$ cat src/rtl/dma_master.sv
// DMA initiator: moves len words between a device valid/ready stream and consecutive memory words, one request outstanding.
// Latency: 3 cycles per word best case in either direction; every output is registered. Backpressure: stalls on dma_ready and on device valid/ready.
module dma_master #(
    parameter int LEN_W = 16
) (
    input  logic             clk,
    input  logic             rst,
    input  logic             start,
    input  logic             dir,
    input  logic [15:0]      base_addr,
    input  logic [LEN_W-1:0] len,
    input  logic             prio,
    input  logic             abort,
    output logic             busy,
    output logic             done,
    output logic             err,
    input  logic [15:0]      dev_wr_data,
    input  logic             dev_wr_valid,
    output logic             dev_wr_ready,
    output logic [15:0]      dev_rd_data,
    output logic             dev_rd_valid,
    input  logic             dev_rd_ready,
    output logic [14:0]      dma_addr,
    output logic [15:0]      dma_din,
    output logic             dma_en,
    output logic [1:0]       dma_we,
    output logic             dma_priority,
    input  logic [15:0]      dma_dout,
    input  logic             dma_ready,
    input  logic             dma_resp
);

    typedef enum logic [2:0] {
        S_IDLE,
        S_FETCH,
        S_REQ,
        S_RESP,
        S_OUT,
        S_FIN
    } state_t;

    // Per-transfer context captured on start; abort is remembered once a request is in flight.
    typedef struct packed {
        logic dir;
        logic prio;
        logic abort;
    } ctx_t;

    state_t           state_q, state_d;
    ctx_t             ctx_q, ctx_d;
    logic [LEN_W-1:0] cnt_q, cnt_d;
    logic [14:0]      addr_q, addr_d;
    logic [15:0]      data_q, data_d;
    logic             err_q, err_d;
    logic             busy_q, busy_d;
    logic             done_q, done_d;
    logic             dma_en_q, dma_en_d;
    logic [1:0]       dma_we_q, dma_we_d;
    logic             wr_rdy_q, wr_rdy_d;
    logic             rd_vld_q, rd_vld_d;
    logic             prio_out_q, prio_out_d;
    logic             last_word;
    logic             unused_addr_lsb;

    assign unused_addr_lsb = base_addr[0];
    assign last_word       = (cnt_q == LEN_W'(1));

    always_comb begin
        state_d = state_q;
        ctx_d   = ctx_q;
        cnt_d   = cnt_q;
        addr_d  = addr_q;
        data_d  = data_q;
        err_d   = err_q;

        case (state_q)
            S_IDLE: begin
                if (start) begin
                    ctx_d.dir   = dir;
                    ctx_d.prio  = prio;
                    ctx_d.abort = 1'b0;
                    cnt_d       = len;
                    addr_d      = base_addr[15:1];
                    err_d       = 1'b0;
                    if (len == '0) begin
                        state_d = S_FIN;
                    end else if (dir) begin
                        state_d = S_FETCH;
                    end else begin
                        state_d = S_REQ;
                    end
                end
            end
            S_FETCH: begin
                if (abort) begin
                    state_d = S_FIN;
                end else if (dev_wr_valid) begin
                    data_d  = dev_wr_data;
                    state_d = S_REQ;
                end
            end
            S_REQ: begin
                if (abort) begin
                    ctx_d.abort = 1'b1;
                end
                if (dma_ready) begin
                    state_d = S_RESP;
                end
            end
            S_RESP: begin
                if (dma_resp) begin
                    err_d   = 1'b1;
                    state_d = S_FIN;
                end else if (ctx_q.abort || abort) begin
                    // The accepted request has completed; its result is dropped.
                    state_d = S_FIN;
                end else if (ctx_q.dir) begin
                    addr_d  = addr_q + 15'd1;
                    cnt_d   = cnt_q - LEN_W'(1);
                    state_d = last_word ? S_FIN : S_FETCH;
                end else begin
                    data_d  = dma_dout;
                    state_d = S_OUT;
                end
            end
            S_OUT: begin
                if (abort) begin
                    state_d = S_FIN;
                end else if (dev_rd_ready) begin
                    addr_d  = addr_q + 15'd1;
                    cnt_d   = cnt_q - LEN_W'(1);
                    state_d = last_word ? S_FIN : S_REQ;
                end
            end
            S_FIN: begin
                state_d = S_IDLE;
            end
            default: begin
                state_d = S_IDLE;
            end
        endcase

        // Outputs are decoded from the next state so they leave the block as flops.
        busy_d     = (state_d != S_IDLE);
        done_d     = (state_d == S_FIN);
        dma_en_d   = (state_d == S_REQ);
        dma_we_d   = (state_d == S_REQ && ctx_d.dir) ? 2'b11 : 2'b00;
        wr_rdy_d   = (state_d == S_FETCH);
        rd_vld_d   = (state_d == S_OUT);
        prio_out_d = (state_d != S_IDLE) && ctx_d.prio;
    end

    always_ff @(posedge clk) begin
        if (rst) begin
            state_q    <= S_IDLE;
            ctx_q      <= '0;
            cnt_q      <= '0;
            addr_q     <= '0;
            data_q     <= '0;
            err_q      <= 1'b0;
            busy_q     <= 1'b0;
            done_q     <= 1'b0;
            dma_en_q   <= 1'b0;
            dma_we_q   <= 2'b00;
            wr_rdy_q   <= 1'b0;
            rd_vld_q   <= 1'b0;
            prio_out_q <= 1'b0;
        end else begin
            state_q    <= state_d;
            ctx_q      <= ctx_d;
            cnt_q      <= cnt_d;
            addr_q     <= addr_d;
            data_q     <= data_d;
            err_q      <= err_d;
            busy_q     <= busy_d;
            done_q     <= done_d;
            dma_en_q   <= dma_en_d;
            dma_we_q   <= dma_we_d;
            wr_rdy_q   <= wr_rdy_d;
            rd_vld_q   <= rd_vld_d;
            prio_out_q <= prio_out_d;
        end
    end

    assign busy         = busy_q;
    assign done         = done_q;
    assign err          = err_q;
    assign dev_wr_ready = wr_rdy_q;
    assign dev_rd_valid = rd_vld_q;
    assign dev_rd_data  = data_q;
    assign dma_addr     = addr_q;
    assign dma_din      = data_q;
    assign dma_en       = dma_en_q;
    assign dma_we       = dma_we_q;
    assign dma_priority = prio_out_q;

endmodule

$ cat config.mk
export PLATFORM = sky130hd
export DESIGN_NAME = dma_master
export DESIGN_NICKNAME = d
export VERILOG_FILES = /design/src/rtl/dma_master.sv
export SDC_FILE = /design/constraint.sdc
export NUM_CORES = 1
export LEC_CHECK = 0
export ABC_CLOCK_PERIOD_IN_PS = 2500
export CELL_PAD_IN_SITES_DETAIL_PLACEMENT = 0
export CELL_PAD_IN_SITES_GLOBAL_PLACEMENT = 1
export CORE_UTILIZATION = 31
export DETAILED_ROUTE_END_ITERATION = 16
export PLACE_DENSITY_LB_ADDON = 0.25
export SLEW_MARGIN = 15
export SYNTH_ARGS = -nofsm -noshare
export SYNTH_HDL_FRONTEND = slang
export SYNTH_SLANG_ARGS = --single-unit
export TNS_END_PERCENT = 50
$ cat constraint.sdc
create_clock -name clk -period 2.5 [get_ports clk]
set_input_delay 0.75 -clock clk [delete_from_list [all_inputs] [get_ports clk]]
set_output_delay 0.75 -clock clk [all_outputs]
set_load 0.02 [all_outputs]
## Word level (Yosys, flattened, before mapping)

Cells that the tools add are included.

- Word-level logic and storage cells: 93
- Input bits: 74
- Output and inout bits: 56
- Register bits: 62

- Equality and inequality tests: 20
- Add/sub/neg operators: 2
- Muxes and demuxes: 42
- Reductions and logical operators: 14

Operators by type and width:

| kind | count |
|---|---|
| $mux W16 | 11 |
| $mux W15 | 6 |
| $pmux W16 S3 | 1 |
| $pmux W15 S3 | 1 |
| $mux W3 | 13 |
| $pmux W16 S2 | 1 |
| $ne A2 B2 Y1 const B | 11 |
| $eq A16 B1 Y1 const B | 1 |
| $logic_not A16 Y1 | 1 |
| $sub A16 B1 Y16 const B | 1 |
| $add A15 B1 Y15 const B | 1 |
| $pmux W3 S5 | 1 |
| $eq A3 B2 Y1 const B | 3 |
| $eq A3 B3 Y1 const B | 3 |
| $reduce_and A7 Y1 | 1 |
| $eq A3 B1 Y1 const B | 2 |
| $mux W2 | 3 |
| $reduce_and A3 Y1 | 2 |
| $reduce_and A6 Y1 | 1 |
| $reduce_bool A2 Y1 | 3 |
| $reduce_bool A3 Y1 | 2 |
| $pmux W1 S2 | 2 |
| $logic_not A3 Y1 | 1 |
| $mux W1 | 3 |
| other kinds (2) | 3 |

## Longest topological paths before layout

- Depth after elaboration: 9
- Gate-level depth with buffers: 8

## Least setup slack after synthesis

OpenSTA, ideal clock, no wires.

- Path type: input to register
- Start point: input abort
- End point: register data_q[10], in the netlist dev_rd_data[10]
- Arrival time: 2290 ps
- Setup slack: 119 ps
- Stages on the path: 7
- Library setup time: 91 ps
- Cell sequence: clkbuf_1 nor4_1 a21oi_1 nor3b_1 clkbuf_1 nor2_1 a311oi_1

- Word-level cells in the longest chain between the ends: 3

Ends and longest elaborated chain:

| item | line | text |
|---|---|---|
| from (decl) | 13 | `input logic abort,` |
| $logic_or A1 B1 Y1 | 114 | `end else if (ctx_q.abort \|\| abort) begin` |
| $ne A2 B2 Y1 (no line) | -- |  |
| $reduce_and A6 Y1 (no line) * | -- |  |
| to (signal assigned) | 173 | `data_q <= data_d;` |
| to (decl) | 53 | `logic [15:0] data_q, data_d;` |

Every way passes the cells marked *; elsewhere a longest branch is shown, timed or not.
A chain may end at the register's enable or synchronous reset.

## Worst setup path in the final report

- Start point: input abort
- End point: register addr_q[0], in the netlist dma_addr[0]

- Word-level cells in the longest chain between the ends: 3

Ends and longest elaborated chain:

| item | line | text |
|---|---|---|
| $logic_or A1 B1 Y1 | 114 |  |
| $ne A2 B2 Y1 (no line) | -- |  |
| $reduce_and A7 Y1 (no line) * | -- |  |
| to (signal assigned) | 172 | `addr_q <= addr_d;` |
| to (decl) | 52 | `logic [14:0] addr_q, addr_d;` |

Marks and branches as above.

==> metrics.txt <==
outcome=finished, final reports clean; largest fanout on the critical path=38; Post-synth EDFFs=0; Max Cap Viol=0; Pwr Total=3.593 mW; final hold vios=0; critical path capture point type=register; Synth Area in Compound Gates=0.2828; Hold WS=502.8 ps; metal2 WL=5.224 mm; Placer Congestion=0.8152; die area=11480 sq um; Pleak=1.876 nW; ys async rst share=0; reg2reg start=cnt_q[7]; Clock Path Buffers=2; total track usage=0.1951; Peak supply drop=0.3868 mV; top sig layer=met4; Synth warnings=0; die height=107.2 microns; fraction of the mapped netlist area in adder cells=0.01095; Post-Synth XOR/XNOR Area=0; # DRC=0; synthesized instance count=456; clock-pin slew on the worst setup and hold paths=70 ps; Worst Hold Class=register to register; pin count of the biggest net entering global routing=40; layout cells sized above 1=0.1182; Critical Path End=dma_addr[0]; Net Sw Frac=0.3665; H-tree depth=3; Fmax=418.6 MHz; r2r worst-path depth=5; Tmin final=2389 ps; CTS root buf=clkbuf_8; first-pass GRT wire length=17.82 mm; worst-path cell chain=clkdlybuf4s50_1, buf_4, nand3b_1, a21boi_0, o21a_1, buf_12, a21oi_1, a311oi_1; switching power=1.317 mW; Syn Nets=533; Clock power frac=0.249; #FFs+latches synth=61; power density cells=688.3 nW/um^2; Finished Layout Cells=732; simple-gate area share of the yosys netlist=0.2682; max_slew headroom=0.6352; slowest CP cell=clkdlybuf4s50_1; initial antenna violation count=0; DR WL/cell=15.26 microns; RR Endpoint=cnt_q[14]; routed vias=3873; register area share after synthesis=0.3562; vias in the first global route=3580; slowest stage delay, CP=500 ps; Std-Cell Rows=38; clk sinks=61; fin util=0.4837; post-route ant nets=0; DP HPWL=7.997 mm; Final nets=664; Met1 Wirelength=5.310 mm; I/O pins=130; Final setup viols=0; Final Skew=7.659 ps; Port Buf Inserts=128; CP startpoint=abort; syn avg cell area=7.518 sq um; largest family of logic cells by synthesized area=compound AO/OA/AOI/OAI gates; unrepaired setup endpoints after global routing=no; Least-Margin Pin Slew=543.1 ps; TritonCTS buffer count=9; chip width=107.2 microns; Worst EP required=2740 ps; post-CTS setup buffer count=0; mapped cell area=3428 sq um; Starting DRT DRC Count=171; antenna fix cells=0; mux contribution to synthesized area=0.002920; total grt overflow=0; TNS Setup=0 ps; Gate power share=0.397; commonest cells after routing, fill and taps aside=127 x clkdlybuf4s50_1, 69 x nand2_1, 61 x dfxtp_1, 40 x nor2_1, 38 x a21oi_1; CTS tree=built; Flop pwr share=0.355; commonest non-fill, non-tap cell in the layout=clkdlybuf4s50_1; Initial DRT Pass Iterations=4; Top FF cell, synth=dfxtp_1; Max Slew Vio Count=0; Vias per Instance=5.291; critical path type=primary input to register; Critical Path Start Type=primary input; Arr. time, crit path=2630 ps; Area Growth Syn to Fin=52.26%; Clock Latency Late Sink=340 ps; flop2flop setup slack=340 ps; Synth cell types=51; WL final=11.17 mm; Tcrit/Tclk final=0.9555; core area=10790 sq um; routed wl met3=475 microns; Inst Count DP=716; Initial Utilization=0.3176; Pint=2.276 mW
==> flip-flops by register name, summed over array words and instances (netlist names) <==
register      count
cnt_q            16
dev_rd_data      16
dma_addr         15
ctx_q             3
state_q           3
busy              1
dev_rd_valid      1
dev_wr_ready      1
dma_en            1
dma_priority      1
dma_we            1
done              1
err               1
==> per-layer routing <==
layer | global-route usage | up-vias
li1 | - | 1924
met1 | 0.2563 | 1838
met2 | 0.3198 | 97
met3 | 0.03100 | 14
met4 | 0.07436 | 0
met5 | 0 | -
==> Yosys cell counts, types with 2 or more instances <==
master | count | area, sq um
a211oi_1 | 15 | 112.6
buf_4 | 17 | 127.6
a31oi_1 | 3 | 18.77
o31a_1 | 3 | 26.28
a21boi_0 | 3 | 22.52
nor2_1 | 41 | 153.9
o21a_1 | 4 | 30.03
o31ai_1 | 2 | 15.01
clkbuf_1 | 31 | 116.4
nor4_1 | 8 | 50.05
inv_1 | 6 | 22.52
nand3_1 | 12 | 60.06
dfxtp_1 | 61 | 1221
o22ai_1 | 3 | 18.77
nor2b_1 | 2 | 12.51
and3_1 | 5 | 31.28
a21oi_1 | 38 | 190.2
o32ai_1 | 3 | 26.28
or4b_2 | 2 | 20.02
a21o_1 | 6 | 45.04
nor3_1 | 15 | 75.07
o21ai_0 | 37 | 185.2
a22oi_1 | 2 | 15.01
a311oi_1 | 19 | 166.4
or3_4 | 2 | 22.52
nor3b_1 | 6 | 45.04
nand3b_1 | 5 | 37.54
or3_1 | 5 | 31.28
nand2_1 | 69 | 259.0
ha_1 | 3 | 37.54
nand2b_1 | 3 | 18.77
nand4_1 | 5 | 31.28
o211ai_1 | 2 | 15.01
==> metrics by stage <==
stage               instance area [sq um]  worst slack [ps]
detailed placement                   5010            -230.7
floorplan                            3428             119.4
CTS                                  5209             116.9
global placement                     5010            -242.5
finish                               5220             111.3
global route                         5220             6.793
==> power by group through the flow <==
stage	logic, mW	clock network, mW	registers [mW]
2_1_floorplan	0.723	0	1.34
5_1_grt	1.56	0.971	1.30
3_5_place_dp	1.42	0	1.29
3_3_place_gp	1.41	0	1.29
6_report	1.43	0.894	1.27
4_1_cts	1.42	0.928	1.27
==> worst max-delay path: cells and delay by family <==
kind            cells  cell delay [ps]
buf+inv             3              900
simple gates        1              150
compound gates      4              800
==> timing repair <==
action / CTS / global route
setup endpoints to repair: 0 / 15
hold buffers: 0 / 0
resized for setup: 0 / 2
==> cell families (layout without fill, tap and decap cells) <==
group | after synthesis | count (layout)
buffers and inverters | 55 | 191
muxes | 1 | 1
adders and majority gates | 3 | 3
DFF | 61 | 61
and+or+nand+nor | 188 | 188
AOI/OAI and AO/OA | 148 | 148
==> layout make-up <==
class | instances | area [sq um]
tap | 140 | 175.2
fill | 1097 | 5573
sequential | 61 | 1221
timing repair buffer | 169 | 1647
clock inverter | 7 | 75.07
multi-input combinational | 340 | 1956
clock buffer | 9 | 123.9
inverter | 6 | 22.52
==> how the worst min path moves through the flow <==
stage                  start  endpoint  slack (ps)  depth (start not counted)
detailed placement  cnt_q[6]  cnt_q[6]         490                          2
finish              cnt_q[6]  cnt_q[6]         500                          2
CTS                 cnt_q[6]  cnt_q[6]         500                          2
global placement    cnt_q[1]  cnt_q[1]         470                          2
global route        cnt_q[1]  cnt_q[1]         530                          2
floorplan           ctx_q[1]  ctx_q[1]         460                          2
Note: power is estimated with default switching activity, not from simulation.
